==> config.mk <==
export PLATFORM = sky130hd
export DESIGN_NAME = set_input_stage_flat
export DESIGN_NICKNAME = d
export VERILOG_FILES = /design/src/rtl/set_input_stage_if.sv /design/src/rtl/set_input_stage.sv /design/src/flat_wrapper.sv
export SDC_FILE = /design/constraint.sdc
export NUM_CORES = 1
export LEC_CHECK = 0
export ABC_AREA = 0
export ABC_CLOCK_PERIOD_IN_PS = 3500
export CAP_MARGIN = 15
export CORE_UTILIZATION = 40
export CTS_CLUSTER_SIZE = 20
export DETAILED_ROUTE_END_ITERATION = 8
export GPL_TIMING_DRIVEN = 0
export PLACE_DENSITY = 0.77
export SLEW_MARGIN = 20
export SYNTH_ARGS = -nofsm -noshare
export SYNTH_HDL_FRONTEND = slang
export SYNTH_SLANG_ARGS = --single-unit
==> constraint.sdc <==
create_clock -name clk -period 3.5 [get_ports clk]
set_input_delay 0.525 -clock clk [delete_from_list [all_inputs] [get_ports clk]]
set_output_delay 0.525 -clock clk [all_outputs]
set_load 0.01 [all_outputs]
==> src/rtl/set_input_stage_if.sv <==
// rtl/set_input_stage_if.sv - request and line-beat handshake bundle for set_input_stage
interface set_input_stage_if #(
  parameter int X_ADDR_WDTH   = 12,
  parameter int Y_ADDR_WDTH   = 12,
  parameter int C_L_H_SIZE    = 3,
  parameter int C_L_V_SIZE    = 3,
  parameter int LUMA_DIM_WDTH = 7,
  parameter int REF_ADDR_WDTH = 4
);
  localparam int XL_WDTH = X_ADDR_WDTH - C_L_H_SIZE;
  localparam int YL_WDTH = Y_ADDR_WDTH - C_L_V_SIZE;

  logic                     req_valid;
  logic                     req_ready;
  logic [REF_ADDR_WDTH-1:0] req_ref_idx;
  logic [X_ADDR_WDTH-1:0]   req_start_x;
  logic [Y_ADDR_WDTH-1:0]   req_start_y;
  logic [LUMA_DIM_WDTH-1:0] req_wdt;
  logic [LUMA_DIM_WDTH-1:0] req_hgt;

  logic                     out_valid;
  logic                     out_ready;
  logic [1:0]               curr_x;
  logic [1:0]               curr_y;
  logic [1:0]               delta_x;
  logic [1:0]               delta_y;
  logic [XL_WDTH-1:0]       curr_x_addr;
  logic [YL_WDTH-1:0]       curr_y_addr;
  logic [REF_ADDR_WDTH-1:0] ref_idx_out;
  logic [X_ADDR_WDTH-1:0]   start_x_out;
  logic [Y_ADDR_WDTH-1:0]   start_y_out;
  logic [LUMA_DIM_WDTH-1:0] wdt_out;
  logic [LUMA_DIM_WDTH-1:0] hgt_out;
  logic                     last_block;
  logic                     busy;
  logic                     err_span;

  modport master (
    input  req_valid, req_ref_idx, req_start_x, req_start_y, req_wdt, req_hgt, out_ready,
    output req_ready, out_valid, curr_x, curr_y, delta_x, delta_y, curr_x_addr, curr_y_addr,
           ref_idx_out, start_x_out, start_y_out, wdt_out, hgt_out, last_block, busy, err_span
  );

  modport slave (
    output req_valid, req_ref_idx, req_start_x, req_start_y, req_wdt, req_hgt, out_ready,
    input  req_ready, out_valid, curr_x, curr_y, delta_x, delta_y, curr_x_addr, curr_y_addr,
           ref_idx_out, start_x_out, start_y_out, wdt_out, hgt_out, last_block, busy, err_span
  );
endinterface

==> src/rtl/set_input_stage.sv <==
// rtl/set_input_stage.sv - splits a reference-block fetch into raster-ordered cache-line beats
module set_input_stage #(
  parameter int X_ADDR_WDTH   = 12,
  parameter int Y_ADDR_WDTH   = 12,
  parameter int C_L_H_SIZE    = 3,
  parameter int C_L_V_SIZE    = 3,
  parameter int LUMA_DIM_WDTH = 7,
  parameter int REF_ADDR_WDTH = 4
) (
  input  logic               clk,
  input  logic               reset,
  set_input_stage_if.master  bus
);
  localparam int SPAN_WDTH = LUMA_DIM_WDTH + 1;
  localparam int XL_WDTH   = X_ADDR_WDTH - C_L_H_SIZE;
  localparam int YL_WDTH   = Y_ADDR_WDTH - C_L_V_SIZE;

  typedef enum logic {IDLE, ITER} state_t;
  state_t state, state_nxt;

  logic [SPAN_WDTH-1:0]     span_x, span_y, lines_x, lines_y;
  logic                     span_ok, transfer, last_beat, req_ready_int, accept, load;
  logic [1:0]               curr_x_q, curr_y_q, delta_x_q, delta_y_q;
  logic [REF_ADDR_WDTH-1:0] ref_idx_q;
  logic [X_ADDR_WDTH-1:0]   start_x_q;
  logic [Y_ADDR_WDTH-1:0]   start_y_q;
  logic [LUMA_DIM_WDTH-1:0] wdt_q, hgt_q;
  logic                     err_span_q;

  // Offset within the first line plus size-1 gives the last pixel; its line index is the span-1.
  assign span_x  = SPAN_WDTH'(bus.req_start_x[C_L_H_SIZE-1:0]) + SPAN_WDTH'(bus.req_wdt);
  assign span_y  = SPAN_WDTH'(bus.req_start_y[C_L_V_SIZE-1:0]) + SPAN_WDTH'(bus.req_hgt);
  assign lines_x = span_x >> C_L_H_SIZE;
  assign lines_y = span_y >> C_L_V_SIZE;
  assign span_ok = (lines_x < SPAN_WDTH'(4)) && (lines_y < SPAN_WDTH'(4));

  assign transfer  = (state == ITER) && bus.out_ready;
  assign last_beat = (curr_x_q == delta_x_q) && (curr_y_q == delta_y_q);

  // A new request may ride on the final transfer so the beat stream has no bubble.
  assign req_ready_int = !reset && ((state == IDLE) || (transfer && last_beat));
  assign accept        = bus.req_valid && req_ready_int;
  assign load          = accept && span_ok;

  always_ff @(posedge clk) begin
    if (reset) state <= IDLE;
    else       state <= state_nxt;
  end

  always_comb begin
    state_nxt = state;
    case (state)
      IDLE:    if (load) state_nxt = ITER;
      ITER:    if (transfer && last_beat && !load) state_nxt = IDLE;
      default: state_nxt = IDLE;
    endcase
  end

  always_ff @(posedge clk) begin
    if (reset) begin
      curr_x_q   <= '0;
      curr_y_q   <= '0;
      delta_x_q  <= '0;
      delta_y_q  <= '0;
      ref_idx_q  <= '0;
      start_x_q  <= '0;
      start_y_q  <= '0;
      wdt_q      <= '0;
      hgt_q      <= '0;
      err_span_q <= 1'b0;
    end else begin
      err_span_q <= accept && !span_ok;
      if (load) begin
        curr_x_q  <= '0;
        curr_y_q  <= '0;
        delta_x_q <= lines_x[1:0];
        delta_y_q <= lines_y[1:0];
        ref_idx_q <= bus.req_ref_idx;
        start_x_q <= bus.req_start_x;
        start_y_q <= bus.req_start_y;
        wdt_q     <= bus.req_wdt;
        hgt_q     <= bus.req_hgt;
      end else if (transfer && !last_beat) begin
        if (curr_x_q < delta_x_q) begin
          curr_x_q <= curr_x_q + 2'd1;
        end else begin
          curr_x_q <= '0;
          curr_y_q <= curr_y_q + 2'd1;
        end
      end
    end
  end

  assign bus.req_ready   = req_ready_int;
  assign bus.out_valid   = (state == ITER);
  assign bus.busy        = (state == ITER);
  assign bus.curr_x      = curr_x_q;
  assign bus.curr_y      = curr_y_q;
  assign bus.delta_x     = delta_x_q;
  assign bus.delta_y     = delta_y_q;
  // Line addresses wrap silently at the picture edge.
  assign bus.curr_x_addr = start_x_q[X_ADDR_WDTH-1:C_L_H_SIZE] + XL_WDTH'(curr_x_q);
  assign bus.curr_y_addr = start_y_q[Y_ADDR_WDTH-1:C_L_V_SIZE] + YL_WDTH'(curr_y_q);
  assign bus.ref_idx_out = ref_idx_q;
  assign bus.start_x_out = start_x_q;
  assign bus.start_y_out = start_y_q;
  assign bus.wdt_out     = wdt_q;
  assign bus.hgt_out     = hgt_q;
  assign bus.last_block  = (state == ITER) && last_beat;
  assign bus.err_span    = err_span_q;
endmodule
==> src/flat_wrapper.sv <==
// flat-port wrapper written by rule: the top's interface ports become plain ports
module set_input_stage_flat 
#(
  parameter int X_ADDR_WDTH   = 12,
  parameter int Y_ADDR_WDTH   = 12,
  parameter int C_L_H_SIZE    = 3,
  parameter int C_L_V_SIZE    = 3,
  parameter int LUMA_DIM_WDTH = 7,
  parameter int REF_ADDR_WDTH = 4
)
  (clk, reset, bus_req_valid, bus_req_ref_idx, bus_req_start_x, bus_req_start_y, bus_req_wdt, bus_req_hgt, bus_out_ready, bus_req_ready, bus_out_valid, bus_curr_x, bus_curr_y, bus_delta_x, bus_delta_y, bus_curr_x_addr, bus_curr_y_addr, bus_ref_idx_out, bus_start_x_out, bus_start_y_out, bus_wdt_out, bus_hgt_out, bus_last_block, bus_busy, bus_err_span);
  set_input_stage_if #(.X_ADDR_WDTH(X_ADDR_WDTH), .Y_ADDR_WDTH(Y_ADDR_WDTH), .C_L_H_SIZE(C_L_H_SIZE), .C_L_V_SIZE(C_L_V_SIZE), .LUMA_DIM_WDTH(LUMA_DIM_WDTH), .REF_ADDR_WDTH(REF_ADDR_WDTH)) bus_i ();
  input  logic clk;
  input  logic reset;
  input wire logic [$bits(bus_i.req_valid)-1:0] bus_req_valid;
  input wire logic [$bits(bus_i.req_ref_idx)-1:0] bus_req_ref_idx;
  input wire logic [$bits(bus_i.req_start_x)-1:0] bus_req_start_x;
  input wire logic [$bits(bus_i.req_start_y)-1:0] bus_req_start_y;
  input wire logic [$bits(bus_i.req_wdt)-1:0] bus_req_wdt;
  input wire logic [$bits(bus_i.req_hgt)-1:0] bus_req_hgt;
  input wire logic [$bits(bus_i.out_ready)-1:0] bus_out_ready;
  output wire logic [$bits(bus_i.req_ready)-1:0] bus_req_ready;
  output wire logic [$bits(bus_i.out_valid)-1:0] bus_out_valid;
  output wire logic [$bits(bus_i.curr_x)-1:0] bus_curr_x;
  output wire logic [$bits(bus_i.curr_y)-1:0] bus_curr_y;
  output wire logic [$bits(bus_i.delta_x)-1:0] bus_delta_x;
  output wire logic [$bits(bus_i.delta_y)-1:0] bus_delta_y;
  output wire logic [$bits(bus_i.curr_x_addr)-1:0] bus_curr_x_addr;
  output wire logic [$bits(bus_i.curr_y_addr)-1:0] bus_curr_y_addr;
  output wire logic [$bits(bus_i.ref_idx_out)-1:0] bus_ref_idx_out;
  output wire logic [$bits(bus_i.start_x_out)-1:0] bus_start_x_out;
  output wire logic [$bits(bus_i.start_y_out)-1:0] bus_start_y_out;
  output wire logic [$bits(bus_i.wdt_out)-1:0] bus_wdt_out;
  output wire logic [$bits(bus_i.hgt_out)-1:0] bus_hgt_out;
  output wire logic [$bits(bus_i.last_block)-1:0] bus_last_block;
  output wire logic [$bits(bus_i.busy)-1:0] bus_busy;
  output wire logic [$bits(bus_i.err_span)-1:0] bus_err_span;
  assign bus_i.req_valid = bus_req_valid;
  assign bus_i.req_ref_idx = bus_req_ref_idx;
  assign bus_i.req_start_x = bus_req_start_x;
  assign bus_i.req_start_y = bus_req_start_y;
  assign bus_i.req_wdt = bus_req_wdt;
  assign bus_i.req_hgt = bus_req_hgt;
  assign bus_i.out_ready = bus_out_ready;
  assign bus_req_ready = bus_i.req_ready;
  assign bus_out_valid = bus_i.out_valid;
  assign bus_curr_x = bus_i.curr_x;
  assign bus_curr_y = bus_i.curr_y;
  assign bus_delta_x = bus_i.delta_x;
  assign bus_delta_y = bus_i.delta_y;
  assign bus_curr_x_addr = bus_i.curr_x_addr;
  assign bus_curr_y_addr = bus_i.curr_y_addr;
  assign bus_ref_idx_out = bus_i.ref_idx_out;
  assign bus_start_x_out = bus_i.start_x_out;
  assign bus_start_y_out = bus_i.start_y_out;
  assign bus_wdt_out = bus_i.wdt_out;
  assign bus_hgt_out = bus_i.hgt_out;
  assign bus_last_block = bus_i.last_block;
  assign bus_busy = bus_i.busy;
  assign bus_err_span = bus_i.err_span;
  set_input_stage #(.X_ADDR_WDTH(X_ADDR_WDTH), .Y_ADDR_WDTH(Y_ADDR_WDTH), .C_L_H_SIZE(C_L_H_SIZE), .C_L_V_SIZE(C_L_V_SIZE), .LUMA_DIM_WDTH(LUMA_DIM_WDTH), .REF_ADDR_WDTH(REF_ADDR_WDTH)) u_core (.clk(clk), .reset(reset), .bus(bus_i));
endmodule
==> flow_summary.toml, run 1 <==
[cells_and_area]
mostFrequentLayoutCells = "clkdlybuf4s50_1, dfxtp_1, nand3_1, a21oi_1, o21ai_0"
fill_cells = 549
utilization_pct = 64.8
drive_gt1_share_pct = 3.94
diodes = 0
area_growth_pct = 53.6
nets = 489
final_common_cell = "clkdlybuf4s50_1"

[placement]
port_buffers = 117
dp_hpwl_um = 6010
place_congestion = 0.865

[power_and_ir_drop]
power_frac_comb_pct = 12.9
p_sw_share_pct = 24.4
p_int_uw = 831
power_frac_seq_pct = 54.5
pwr-share-clk_pct = 32.6
p_leak_uw = 0.00135
power_density_mw_per_mm2 = 281
vdd_drop_max_v = 0.000279
power.switching_uw = 268

[synth]
synth.cell_area_sq_mm = 0.00254
yosys.area_share.simple_pct = 18.3
ys_seq_area_share_pct = 41.0
synth-compound-area-share_pct = 20.0
yosys.area_share.xor_xnor_pct = 7.93
syn-num-nets = 365
synthAdderAreaFrac_pct = 6.50
synth_cell_types = 34
ys.warnings.count = 0
ys_ff_latch = 52
synth_mux_area_share_pct = 0
syn_area_per_cell_sq_um = 8.27
syn_inst = 307
synth_top_family_by_area = "compound AO/OA/AOI/OAI gates"

[global_routing]
use_met2_pct = 39.5
grt_pass1_wl_um = 11800
antenna_found_initial = 0
grt.overflow.total = 0
grt_pass1_vias = 2481
use_met3_pct = 5.00
busiest_layer = "met2"
grt.met1_usage_pct = 29.1
track_usage_pct = 23.1
grt_start_max_net_pins = 17

[sta]
worst_slew_pin_slew_ps = 488
drv_slew = 0
whs_ps = 477
slew_headroom_pct = 67.2
rsz0062_at_grt = "no"
post-route-period-util_pct = 88.6
finalSetupTns_ps = 0
hold_violations = 0
finalCriticalPeriod_ps = 3100
finClkSkew_ps = 7.71
final-setup-viol-count = 0
max_freq_ghz = 0.323

[floorplan]
num_rows = 28
core_sq_mm = 0.00603
die_h_um = 81.7
die_width_um = 81.7
die_area_sq_mm = 0.00667
start_util_pct = 42.2
io_pins = 119

[route]
first_pass_iters = 4
postRouteAntennaNets = 0
vias = 2682
drc = 0
drt_iter0_markers = 157
post_drt_wl_per_cell_um = 15.0
viasPerCell = 5.29
drt_wl_total_um = 7590

[critical_path]
start_kind = "flip-flop"
r2r_start = "u_core.bus.curr_x[0]$_SDFFE_PP0P_"
r2r_setup_slack_ps = 1260
criticalPathCategory = "flip-flop to output port"
worstSetupEndpointType = "output port"
required_ps = 2970
path_cells = "ha_1, inv_1, fa_1, nor3b_1, nand3_1, xnor2_1, clkdlybuf4s50_1"
r2r-end = "u_core.bus.start_y_out[4]$_SDFFE_PP0P_"
path_max_fanout = 5
crit_path_end = "bus_curr_x_addr[8]"
cp_slowest_stage_delay_ps = 550
slowest_stage = "clkdlybuf4s50_1"
arrival_ps = 2580
reg2reg_depth = 8
crit_path_start = "u_core.bus.curr_x[0]$_SDFFE_PP0P_"

[cts]
cts_resized = 0
root_buffer = "clkbuf_8"
clockBufferDepth = 2
clock_latency_ps = 310
cts_tree = "done"
cts-htree-levels = 2
hold_buffers = 0
cts.sinks = 52
postCtsSetupRepairBufs = 0
path_clk_slew_ps = 100
cts_buffers = 5

[hold_path]
hold_path.startpoint = "u_core.bus.wdt_out[4]$_SDFFE_PP0P_"
hold_path_class = "flip-flop to flip-flop"

[flow_run]
drv_cap = 0

[outcome]
outcome = "finished clean"
-- sequential cells by signal (all words and copies together), names as in the netlist --
register,flops
u_core.bus.start_x_out,12
u_core.bus.start_y_out,12
u_core.bus.hgt_out,7
u_core.bus.wdt_out,7
u_core.bus.ref_idx_out,4
u_core.bus.curr_x,2
u_core.bus.curr_y,2
u_core.bus.delta_x,2
u_core.bus.delta_y,2
u_core.bus.busy,1
u_core.bus.err_span,1
-- kinds of logic after synthesis --
logic type / Yosys count
AO/OA/AOI/OAI: 94
AND/OR/NAND/NOR: 89
buffers and inverters: 37
adder cells (fa/ha/maj): 12
flip-flops: 52
XOR/XNOR: 23
-- critical path: cells and delay by family, from the launching register on --
kind	cells	cell delay, ps
adders and majority gates	2	610
and+or+nand+nor	2	470
DFF	1	440
buffers and inverters	2	610
xor gates and xnor gates	1	140
-- worst min-delay path by stage --
stage                                              to  slack, ps  cells after the start
4_1_cts            u_core.bus.wdt_out[4]$_SDFFE_PP0P_        480                      2
2_1_floorplan      u_core.bus.hgt_out[0]$_SDFFE_PP0P_        490                      2
3_3_place_gp   u_core.bus.start_x_out[1]$_SDFFE_PP0P_        460                      2
3_5_place_dp       u_core.bus.wdt_out[4]$_SDFFE_PP0P_        460                      2
6_report           u_core.bus.wdt_out[4]$_SDFFE_PP0P_        480                      2
5_1_grt        u_core.bus.start_y_out[1]$_SDFFE_PP0P_        490                      2
-- power groups by stage --
stage                     combinational [uW]  clock (uW)  sequential, uW
after floorplan                         54.5           0             614
after global placement                   140           0             613
after detailed placement                 140           0             613
after CTS                                141         364             599
after global routing                     154         387             600
final                                    142         358             599
-- metrics by stage --
| step | cell area, sq um | power, uW | setup WS, ps | cells |
|---|---|---|---|---|
| 2_1_floorplan | 2540 | 668 | 1240 | 307 |
| 3_3_place_gp | 3800 | 752 | 674 | 499 |
| 3_5_place_dp | 3800 | 753 | 638 | 499 |
| 4_1_cts | 3900 | 1100 | 384 | 507 |
| 5_1_grt | 3900 | 1140 | 213 | 507 |
| 6_report | 3900 | 1100 | 400 | 507 |
-- Yosys cell counts --
cell      number  share of area [%]
a31oi_1        2               0.49
nand3b_1       1               0.30
clkbuf_1      17                2.5
xor2_1         6                2.1
nand4_1        2               0.49
nor2b_1        4               0.99
fa_1           2                1.6
dfxtp_1       52                 41
nor4_1         3               0.74
nand2b_1       1               0.25
and2_1         3               0.74
nand3_1       44                8.7
o41ai_2        1               0.64
nor4b_1        1               0.34
a21o_1         3               0.89
o21ai_1        1               0.20
ha_1          10                4.9
nor3b_1        6                1.8
nor2_1         4               0.59
inv_1         12                1.8
buf_1          1               0.15
a21oi_1       44                8.7
nor2_2         1               0.25
o211ai_1       1               0.30
buf_4          5                1.5
a211oi_1       2               0.59
o21ai_0       38                7.5
buf_2          2               0.39
o21a_1         1               0.30
o311a_1        1               0.39
nand2_1       13                1.9
xnor2_1       17                5.9
and3_1         2               0.49
nor3_1         4               0.79
-- layout make-up --
| type | instances | area [sq um] | share of cell area, % |
|---|---|---|---|
| Multi-Input combinational cell | 218 | 1340 | 34.3 |
| Clock buffer | 6 | 82.6 | 2.12 |
| Inverter | 12 | 45.0 | 1.15 |
| Timing Repair Buffer | 117 | 1170 | 30.0 |
| Buffer | 25 | 115 | 2.95 |
| Clock inverter | 2 | 15.0 | 0.385 |
| Sequential cell | 52 | 1040 | 26.7 |
| Tap cell | 75 | 93.8 | 2.40 |
-- per-layer routing --
layer  up-vias  share of wire (%)
met5         -                  0
met4         0                1.6
met3        10                6.5
met2        83                 49
met1      1260                 43
li1       1329                  -
(Power assumes the default switching activity.)
==> run 2, diff against run 1 <==
- ABC_CLOCK_PERIOD_IN_PS: 3500 -> 2800
- CORE_UTILIZATION: 40 -> 37
- PLACE_DENSITY: 0.77 -> 0.75
- REMOVE_ABC_BUFFERS: unset -> 1
- clock period: 3.5 -> 2.8 ns (I/O delays scaled with it)
==> flow_summary.toml, run 2 (synthesized netlist as in run 1, its figures left out) <==
[sta]
finClkSkew_ps = 7.64
rsz0062_at_grt = "no"
slew_headroom_pct = 50.3
whs_ps = 476
final-setup-viol-count = 0
worst_slew_pin_slew_ps = 742
finalCriticalPeriod_ps = 2640
drv_slew = 0
max_freq_ghz = 0.379
post-route-period-util_pct = 94.4
fin_ws_ps = 158
hold_violations = 0

[floorplan]
start_util_pct = 39.1
core_sq_mm = 0.00649
io_pins = 119
die_width_um = 84.9
die_area_sq_mm = 0.00720
die_h_um = 84.9
num_rows = 29

[placement]
place_congestion = 0.757
port_buffers = 118
place_ws_ps = -184
dp_hpwl_um = 4870
dp_cells = 480

[route]
drt_wl_total_um = 6990
vias = 2533
viasPerCell = 5.20
first_pass_iters = 9
postRouteAntennaNets = 0
post_drt_wl_per_cell_um = 14.4
drt_iter0_markers = 103
drc = 8

[power_and_ir_drop]
p_total_uw = 1330
p_leak_uw = 0.00141
vdd_drop_max_v = 0.000229
power_density_mw_per_mm2 = 338

[critical_path]
r2r_start = "u_core.bus.delta_x[1]$_SDFFE_PP0P_"
criticalPathCategory = "flip-flop to output port"
r2r_setup_slack_ps = 380
path_max_fanout = 5
required_ps = 2380
worstSetupEndpointType = "output port"
arrival_ps = 2220
crit_path_start = "u_core.bus.curr_y[0]$_SDFFE_PP0P_"
start_kind = "flip-flop"

[cts]
cts-htree-levels = 2
path_clk_slew_ps = 90
cts_tree = "done"
root_buffer = "clkbuf_8"
clockBufferDepth = 2
clock_latency_ps = 300
postCtsSetupRepairBufs = 0
cts.sinks = 52
cts_buffers = 5
hold_buffers = 0

[cells_and_area]
nets = 468
final_common_cell = "clkdlybuf4s50_1"
drive_gt1_share_pct = 5.37
final_cell_count_no_fill = 487
fill_cells = 590
mostFrequentLayoutCells = "clkdlybuf4s50_1, dfxtp_1, a21oi_1"
area_growth_pct = 54.4
utilization_pct = 60.4
diodes = 0

[flow_run]
drv_cap = 0

[global_routing]
grt_pass1_wl_um = 11500
grt_pass1_vias = 2458
grt.overflow.total = 0
antenna_found_initial = 0
grt_start_max_net_pins = 43
track_usage_pct = 19.7

[hold_path]
hold_path_class = "flip-flop to flip-flop"
hold_path.startpoint = "u_core.bus.wdt_out[6]$_SDFFE_PP0P_"

[outcome]
violations = "DRC"
outcome = "finished with violations"
## run 2: cell types whose count changed in the layout (fill, tap and decap cells not counted), sizes merged
cell and delta:
clkinv +1, dlymetal6s2s +3, clkbuf -17, buf -4, clkdlybuf4s50 -3, clkinvlp -2
## run 2: per-stage QoR
stage | area, sq um | setup TNS, ps
after floorplan | 2420 | 0
after global placement | 3700 | -66110
after detailed placement | 3790 | -1320
after CTS | 3890 | 0
after global routing | 3920 | 0
final | 3920 | 0
## run 2: final timing paths
path,end,depth (start not counted)
max,bus_curr_y_addr[6],7
max reg2reg,u_core.bus.delta_x[1]$_SDFFE_PP0P_,7
min reg2reg,u_core.bus.wdt_out[6]$_SDFFE_PP0P_,1
min,u_core.bus.wdt_out[6]$_SDFFE_PP0P_,1
## run 2: final cells by class
class | count | area (sq um) | share of cell area (%)
clock buffers | 6 | 72.6 | 1.85
flip-flops and latches | 52 | 1050 | 26.7
repair buffers | 121 | 1270 | 32.3
multi-input cells | 218 | 1390 | 35.5
clock inverters | 1 | 5.00 | 0.128
inverters | 12 | 45.0 | 1.15
well taps | 77 | 96.3 | 2.46
## run 2: power breakdown
part / leakage, uW / internal, uW / switching [uW]
combinational: 0.000953 / 96.3 / 82.0
clock: 0.0000410 / 171 / 230
sequential: 0.000421 / 743 / 4.06
total: 0.00141 / 1010 / 316
## run 2: worst max-delay path: stages, from the launching register on
cell	delay (ps)
dfxtp_4	390
ha_1	170
inv_1	50
fa_2	370
nor2_4	160
nand3_1	100
xnor2_1	140
clkdlybuf4s50_1	550
## run 2: metal layers
metal | wire [um] | up-vias | track usage, %
li1 | - | 1280 | -
met1 | 3230 | 1176 | 24.9
met2 | 3330 | 73 | 34.4
met3 | 409 | 4 | 5.06
met4 | 25 | 0 | 3.24
met5 | 0 | - | 0
## run 2: repair_timing
| action | CTS | global route |
|---|---|---|
| endpoints found under the setup margin | 5 | 14 |
| cloned | 0 | 0 |
| pin swaps | 1 | 0 |
| endpoints found under the hold margin | 0 | 0 |
| resized for setup | 7 | 7 |
==> run 3, diff against run 2 <==
- HOLD_SLACK_MARGIN: unset -> 0.12
==> results of run 3 <==
Final layout, timing and power as in run 2 (identical DEF).
